### src/rtl/mmu_pkg.sv
// Shared constants for the load/store address translation pipeline:
// exception codes, DMW CSR field positions and translation mode encoding.
package mmu_pkg;

    localparam logic [5:0] ECODE_NONE = 6'h00;
    localparam logic [5:0] ECODE_PIL  = 6'h01;
    localparam logic [5:0] ECODE_PIS  = 6'h02;
    localparam logic [5:0] ECODE_PME  = 6'h04;
    localparam logic [5:0] ECODE_PPI  = 6'h07;
    localparam logic [5:0] ECODE_TLBR = 6'h3F;

    localparam int unsigned DMW_PLV0    = 0;
    localparam int unsigned DMW_PLV3    = 3;
    localparam int unsigned DMW_MAT_LO  = 4;
    localparam int unsigned DMW_PSEG_LO = 25;
    localparam int unsigned DMW_VSEG_LO = 29;

    typedef enum logic [1:0] {
        MODE_DA  = 2'd0,
        MODE_DMW = 2'd1,
        MODE_TLB = 2'd2
    } mode_e;

endpackage

### src/rtl/mmu_dmw_match.sv
// Combinational match of one direct-mapped window against a VA segment and privilege level.
// Returns the hit flag plus the physical segment and MAT the window maps to.
module mmu_dmw_match (
    input  logic [31:0] dmw,
    input  logic [2:0]  va_seg,
    input  logic [1:0]  plv,
    output logic        hit,
    output logic [2:0]  pseg,
    output logic [1:0]  mat
);
    import mmu_pkg::*;

    logic plv_ok;
    logic unused_dmw;

    assign plv_ok = ((plv == 2'd0) & dmw[DMW_PLV0]) | ((plv == 2'd3) & dmw[DMW_PLV3]);
    assign hit    = (va_seg == dmw[DMW_VSEG_LO +: 3]) & plv_ok;
    assign pseg   = dmw[DMW_PSEG_LO +: 3];
    assign mat    = dmw[DMW_MAT_LO +: 2];

    assign unused_dmw = ^{dmw[2:1], dmw[24:6], dmw[28]};

endmodule

### src/rtl/mmu_xlate.sv
// Two-stage VA->PA translation for the load/store path: stage 1 registers the request and
// drives the TLB search, stage 2 registers PA/MAT/exception behind a valid/ready handshake.
module mmu_xlate #(
    parameter int unsigned PALEN = 32
) (
    input  logic             clk,
    input  logic             reset,
    input  logic             flush,
    input  logic             req_valid,
    output logic             req_ready,
    input  logic [31:0]      req_va,
    input  logic             req_store,
    input  logic             csr_da,
    input  logic             csr_pg,
    input  logic [1:0]       csr_plv,
    input  logic [1:0]       csr_datm,
    input  logic [9:0]       csr_asid,
    input  logic [31:0]      csr_dmw0,
    input  logic [31:0]      csr_dmw1,
    output logic [18:0]      tlb_vppn,
    output logic             tlb_va_bit12,
    output logic [9:0]       tlb_asid,
    input  logic             tlb_found,
    input  logic [19:0]      tlb_ppn,
    input  logic [5:0]       tlb_ps,
    input  logic [1:0]       tlb_plv,
    input  logic [1:0]       tlb_mat,
    input  logic             tlb_d,
    input  logic             tlb_v,
    output logic             rsp_valid,
    input  logic             rsp_ready,
    output logic [PALEN-1:0] rsp_pa,
    output logic [1:0]       rsp_mat,
    output logic [31:0]      rsp_va,
    output logic             rsp_exc,
    output logic [5:0]       rsp_ecode
);
    import mmu_pkg::*;

    logic        s1_valid_q, s1_valid_d;
    logic [31:0] s1_va_q;
    logic        s1_store_q;
    logic [1:0]  s1_plv_q;
    logic [9:0]  s1_asid_q;
    mode_e       s1_mode_q;
    logic [1:0]  s1_mat_q;
    logic [2:0]  s1_pseg_q;

    logic             rsp_valid_q, rsp_valid_d;
    logic [PALEN-1:0] rsp_pa_q;
    logic [1:0]       rsp_mat_q;
    logic [31:0]      rsp_va_q;
    logic             rsp_exc_q;
    logic [5:0]       rsp_ecode_q;

    logic adv1, adv2, accept, move;
    logic unused_pg;

    assign adv2      = !rsp_valid_q | rsp_ready;
    assign adv1      = !s1_valid_q | adv2;
    assign req_ready = !flush & adv1;
    assign accept    = req_valid & req_ready;
    assign move      = s1_valid_q & adv2 & !flush;
    // da=0 & pg=0 is architecturally illegal and simply falls through to TLB mode.
    assign unused_pg = csr_pg;

    // Mode decision on the incoming request, using CSRs as they are at acceptance.
    logic       dmw0_hit, dmw1_hit;
    logic [2:0] dmw0_pseg, dmw1_pseg;
    logic [1:0] dmw0_mat, dmw1_mat;
    mode_e      acc_mode;
    logic [1:0] acc_mat;
    logic [2:0] acc_pseg;

    mmu_dmw_match u_dmw0 (
        .dmw    (csr_dmw0),
        .va_seg (req_va[31:29]),
        .plv    (csr_plv),
        .hit    (dmw0_hit),
        .pseg   (dmw0_pseg),
        .mat    (dmw0_mat)
    );

    mmu_dmw_match u_dmw1 (
        .dmw    (csr_dmw1),
        .va_seg (req_va[31:29]),
        .plv    (csr_plv),
        .hit    (dmw1_hit),
        .pseg   (dmw1_pseg),
        .mat    (dmw1_mat)
    );

    always_comb begin
        acc_mode = MODE_TLB;
        acc_mat  = 2'b00;
        acc_pseg = 3'b000;
        if (csr_da) begin
            acc_mode = MODE_DA;
            acc_mat  = csr_datm;
        end else if (dmw0_hit) begin
            acc_mode = MODE_DMW;
            acc_mat  = dmw0_mat;
            acc_pseg = dmw0_pseg;
        end else if (dmw1_hit) begin
            acc_mode = MODE_DMW;
            acc_mat  = dmw1_mat;
            acc_pseg = dmw1_pseg;
        end
    end

    always_comb begin
        s1_valid_d = s1_valid_q & !flush;
        if (adv1) begin
            s1_valid_d = accept;
        end
    end

    always_ff @(posedge clk or posedge reset) begin
        if (reset) begin
            s1_valid_q <= 1'b0;
            s1_va_q    <= '0;
            s1_store_q <= 1'b0;
            s1_plv_q   <= '0;
            s1_asid_q  <= '0;
            s1_mode_q  <= MODE_DA;
            s1_mat_q   <= '0;
            s1_pseg_q  <= '0;
        end else begin
            s1_valid_q <= s1_valid_d;
            if (accept) begin
                s1_va_q    <= req_va;
                s1_store_q <= req_store;
                s1_plv_q   <= csr_plv;
                s1_asid_q  <= csr_asid;
                s1_mode_q  <= acc_mode;
                s1_mat_q   <= acc_mat;
                s1_pseg_q  <= acc_pseg;
            end
        end
    end

    assign tlb_vppn     = s1_va_q[31:13];
    assign tlb_va_bit12 = s1_va_q[12];
    assign tlb_asid     = s1_asid_q;

    // Stage-2 result; a faulting access reports PA and MAT as zero.
    logic [PALEN-1:0] res_pa;
    logic [1:0]       res_mat;
    logic [5:0]       res_ecode;

    always_comb begin
        res_pa    = '0;
        res_mat   = 2'b00;
        res_ecode = ECODE_NONE;
        case (s1_mode_q)
            MODE_DA: begin
                res_pa  = s1_va_q;
                res_mat = s1_mat_q;
            end
            MODE_DMW: begin
                res_pa  = {s1_pseg_q, s1_va_q[28:0]};
                res_mat = s1_mat_q;
            end
            default: begin
                if (!tlb_found) begin
                    res_ecode = ECODE_TLBR;
                end else if (!tlb_v) begin
                    res_ecode = s1_store_q ? ECODE_PIS : ECODE_PIL;
                end else if (s1_plv_q > tlb_plv) begin
                    res_ecode = ECODE_PPI;
                end else if (s1_store_q & !tlb_d) begin
                    res_ecode = ECODE_PME;
                end else begin
                    res_mat = tlb_mat;
                    res_pa  = (tlb_ps == 6'd22) ? {tlb_ppn[19:10], s1_va_q[21:0]}
                                                : {tlb_ppn, s1_va_q[11:0]};
                end
            end
        endcase
    end

    always_comb begin
        rsp_valid_d = rsp_valid_q;
        if (flush) begin
            rsp_valid_d = 1'b0;
        end else if (adv2) begin
            rsp_valid_d = s1_valid_q;
        end
    end

    always_ff @(posedge clk or posedge reset) begin
        if (reset) begin
            rsp_valid_q <= 1'b0;
            rsp_pa_q    <= '0;
            rsp_mat_q   <= '0;
            rsp_va_q    <= '0;
            rsp_exc_q   <= 1'b0;
            rsp_ecode_q <= '0;
        end else begin
            rsp_valid_q <= rsp_valid_d;
            if (move) begin
                rsp_pa_q    <= res_pa;
                rsp_mat_q   <= res_mat;
                rsp_va_q    <= s1_va_q;
                rsp_exc_q   <= (res_ecode != ECODE_NONE);
                rsp_ecode_q <= res_ecode;
            end
        end
    end

    assign rsp_valid = rsp_valid_q;
    assign rsp_pa    = rsp_pa_q;
    assign rsp_mat   = rsp_mat_q;
    assign rsp_va    = rsp_va_q;
    assign rsp_exc   = rsp_exc_q;
    assign rsp_ecode = rsp_ecode_q;

endmodule

### config.mk
export PLATFORM = sky130hd
export DESIGN_NAME = mmu_xlate
export DESIGN_NICKNAME = d
export VERILOG_FILES = /design/src/rtl/mmu_pkg.sv /design/src/rtl/mmu_dmw_match.sv /design/src/rtl/mmu_xlate.sv
export SDC_FILE = /design/constraint.sdc
export NUM_CORES = 1
export LEC_CHECK = 0
export BUFFER_PORTS_ARGS = -buffer_cell sky130_fd_sc_hd__buf_2
export CAP_MARGIN = 20
export CORE_ASPECT_RATIO = 0.75
export CORE_MARGIN = 5
export CORE_UTILIZATION = 49
export CTS_BUF_LIST = sky130_fd_sc_hd__clkbuf_4 sky130_fd_sc_hd__clkbuf_8
export CTS_CLUSTER_DIAMETER = 40
export DETAILED_ROUTE_END_ITERATION = 8
export PLACE_DENSITY_LB_ADDON = 0.05
export SYNTH_ARGS = -nofsm -noshare
export SYNTH_HDL_FRONTEND = slang
export SYNTH_HIERARCHICAL = 1
export SYNTH_SLANG_ARGS = --single-unit
### constraint.sdc
create_clock -name clk -period 5.8 [get_ports clk]
set_clock_uncertainty 0.15 [all_clocks]
set_input_delay 1.16 -clock clk [delete_from_list [all_inputs] [get_ports clk]]
set_output_delay 1.16 -clock clk [all_outputs]
set_load 0.02 [all_outputs]
==> results_dict.tcl <==
set metrics [dict create \
    worst_hold_class "register to register" \
    grt_first_pass_wirelength_um 22690 \
    cp_max_fo 9 \
    syn_inst 512 \
    postSynth.asyncResetShare 1.000 \
    critPathCaptureType "register" \
    cts_tree "done" \
    count_leader_synth "sky130_fd_sc_hd__nand2_1" \
    detailedRoute.firstPassIterationCount 4 \
    tmin_final_ps 3117 \
    final_hold_viol_count 0 \
    rsz_0062_raised_after_global_routing "no" \
    cts_hold_repair.buffers 0 \
    finalSetupViolCount 0 \
    gp_congestion 0.7984 \
    setup_tns_ps 0 \
    post_dp_cell_area_mm2 0.006424 \
    worst_slew_pin_slew_ps 980.0 \
    cts_buffers 17 \
    vias_per_cell 5.150 \
    core_area_mm2 0.01102 \
    start_kind "input pin" \
    initial_antenna_violation_count 1 \
    total_power_w 0.002733 \
    synth-edff-count 0 \
    finalInstanceArea_mm2 0.006947 \
    grt.total_usage 0.2116 \
    ctsHtreeMaxLevel 4 \
    yosys_warnings 6 \
    via_count 4321 \
    path_class "input pin to register" \
    clk_path_buf_depth 2 \
    hpwl_um 9651 \
    flow.area_growth_from_synthesis_pct 24.29 \
    timing.final.max_slew_violations 0 \
    wl_um 14000 \
    synth_fp_nets 665 \
    routed_wire_length_per_instance_um 16.69 \
    finalCoreUtilization 0.6301 \
    post_cts.repair.setup_buffers 0 \
    timing.critical_path.arrival_ps 3240 \
    maxCapViolCount 0 \
    fraction_of_post_synthesis_cell_area_in_the_top_cell_type_by_area 0.5597 \
    syn_area_cell_um2 10.92 \
    cts-root-buf "sky130_fd_sc_hd__clkbuf_8" \
    power.density_cell_area_mw_per_mm2 393.4 \
    row_count 33 \
    grt_pass1_vias 4462 \
    boundaryPins 256 \
    netlist_top_cells_count "sky130_fd_sc_hd__nand2_1 (143), sky130_fd_sc_hd__dfrtp_1 (125), sky130_fd_sc_hd__mux2_2 (45)" \
    drt.antenna.violating_nets 0 \
    insertion_delay_ps 430 \
    drc 0 \
    grt_max_degree 73 \
    synth.largest_area_cell "sky130_fd_sc_hd__dfrtp_1" \
    cts_repair_resize_count 0 \
    reg2reg_slack_ps 3420 \
    port-buffer-count 210 \
    maxSlewHeadroom 0.3467 \
    clkSinkCount 125 \
    chipWidth_um 133.3 \
    synth_seq_cells 125 \
    floorplan.initialDensity 0.5070 \
    peak_supply_drop_mv 0.1752 \
    grt-ovfl-total 0 \
    max_freq_ghz 0.3208 \
    layout.nets 838 \
    outcome "finished clean" \
    post_route_cells_drive_above_1_share 0.4341 \
    dieArea_mm2 0.01366 \
    drt_first_iter_violations 193 \
    cp_data_required_time_ps 5920 \
    cts.reportedPaths.clkPinSlew_ps 80 \
    final_min_period_over_clock_period 0.5374 \
    p_leak_nw 3.634 \
    hold-worst-slack_ps 322.3 \
    synth_flop_cell "sky130_fd_sc_hd__dfrtp_1" \
    post_synth_main_area_contributors "sky130_fd_sc_hd__dfrtp_1 (56%), sky130_fd_sc_hd__nand2_1 (9.6%), sky130_fd_sc_hd__mux2_2 (9.1%)" \
    post_synth_instance_area_mm2 0.005589 \
    post_synth_num_cell_types 45 \
    yosysSeqAreaShare 0.5597 \
    die-height_um 102.5 \
]
through the flow:
stage / std cells / worst slack [ps]
2_1_floorplan: 512 / 1162
3_3_place_gp: 805 / 2343
3_5_place_dp: 805 / 2273
4_1_cts: 837 / 2742
5_1_grt: 839 / 2545
6_report: 839 / 2683
where the power goes:
| group | switching, W | internal, W |
|---|---|---|
| Sequential | 0.000102 | 0.00103 |
| Combinational | 0.000408 | 0.000240 |
| Clock | 0.000361 | 0.000589 |
final cells by class:
cell class                 count  area (um2)
fill                         938        4078
sequential                   125        3128
multi-input combinational    321        2022
timing repair buffer         214        1094
clock buffer                  20       269.0
clock inverter                12       231.5
tap                          140       175.2
inverter                       6       25.02
antenna                        1       2.502
worst paths after layout:
path | cells past startpoint | startpoint | endpoint
setup / recovery | 6 | csr_plv[1] | s1_mat_q[1]$_DFFE_PP0P_
hold / removal | 2 | rsp_va[18]$_DFFE_PP0P_ | rsp_va[18]$_DFFE_PP0P_
setup reg to reg | 4 | s1_valid_q$_DFF_PP0_ | rsp_pa[17]$_DFFE_PP0P_
hold reg to reg | 2 | rsp_va[18]$_DFFE_PP0P_ | rsp_va[18]$_DFFE_PP0P_
max in group asynchronous | 3 | reset | rsp_va[14]$_DFFE_PP0P_
min in group asynchronous | 2 | reset | tlb_asid[5]$_DFFE_PP0P_
worst max-delay path, stage by stage:
cell                        delay, ps
sky130_fd_sc_hd__buf_2            120
sky130_fd_sc_hd__or3b_1           390
sky130_fd_sc_hd__a2111oi_2        860
sky130_fd_sc_hd__nor2b_1          210
sky130_fd_sc_hd__a221oi_1         370
sky130_fd_sc_hd__o31ai_1          120
cell families after synthesis:
group	after synthesis	share of synthesized area
compound gates	75	0.09582
xor+xnor	6	0.009402
fa+ha+maj	2	0.004477
buf+inv	66	0.07925
flops	125	0.5597
mux	59	0.1166
simple gates	179	0.1348
flip-flops by register name, summed over array words and instances (netlist names):
name / cells
s1_store_q: 1
tlb_asid: 10
s1_valid_q: 1
s1_mode_q: 2
rsp_mat: 2
s1_va_q: 32
s1_pseg_q: 3
s1_plv_q: 2
rsp_va: 32
rsp_exc: 1
rsp_ecode: 4
rsp_pa: 32
rsp_valid: 1
s1_mat_q: 2
per-layer routing:
layer	up-vias	wire length, um	GRT usage	share of wire
met5	-	0	0	0
met3	13	1180	0.07561	0.084
met1	2100	6014	0.2787	0.43
met2	150	6675	0.3354	0.48
met4	0	132	0.06324	0.0094
li1	2058	-	-	-
layout by cell type, fill, tap and decap left out, types with 3 or more instances in the layout:
cell / count
sky130_fd_sc_hd__inv_6: 3
sky130_fd_sc_hd__dfrtp_1: 125
sky130_fd_sc_hd__mux2i_1: 13
sky130_fd_sc_hd__o21ai_0: 14
sky130_fd_sc_hd__buf_4: 3
sky130_fd_sc_hd__nor2b_1: 3
sky130_fd_sc_hd__o31ai_1: 4
sky130_fd_sc_hd__inv_1: 5
sky130_fd_sc_hd__xor2_1: 6
sky130_fd_sc_hd__a22oi_1: 3
sky130_fd_sc_hd__a32oi_1: 9
sky130_fd_sc_hd__nor2_1: 8
sky130_fd_sc_hd__a31oi_1: 3
sky130_fd_sc_hd__o211ai_1: 11
sky130_fd_sc_hd__a21oi_1: 17
sky130_fd_sc_hd__nand2_1: 142
sky130_fd_sc_hd__clkbuf_8: 19
sky130_fd_sc_hd__bufinv_16: 6
sky130_fd_sc_hd__nand3_1: 13
sky130_fd_sc_hd__buf_2: 210
sky130_fd_sc_hd__mux2_2: 45
Note: power is estimated with default switching activity, not from simulation.
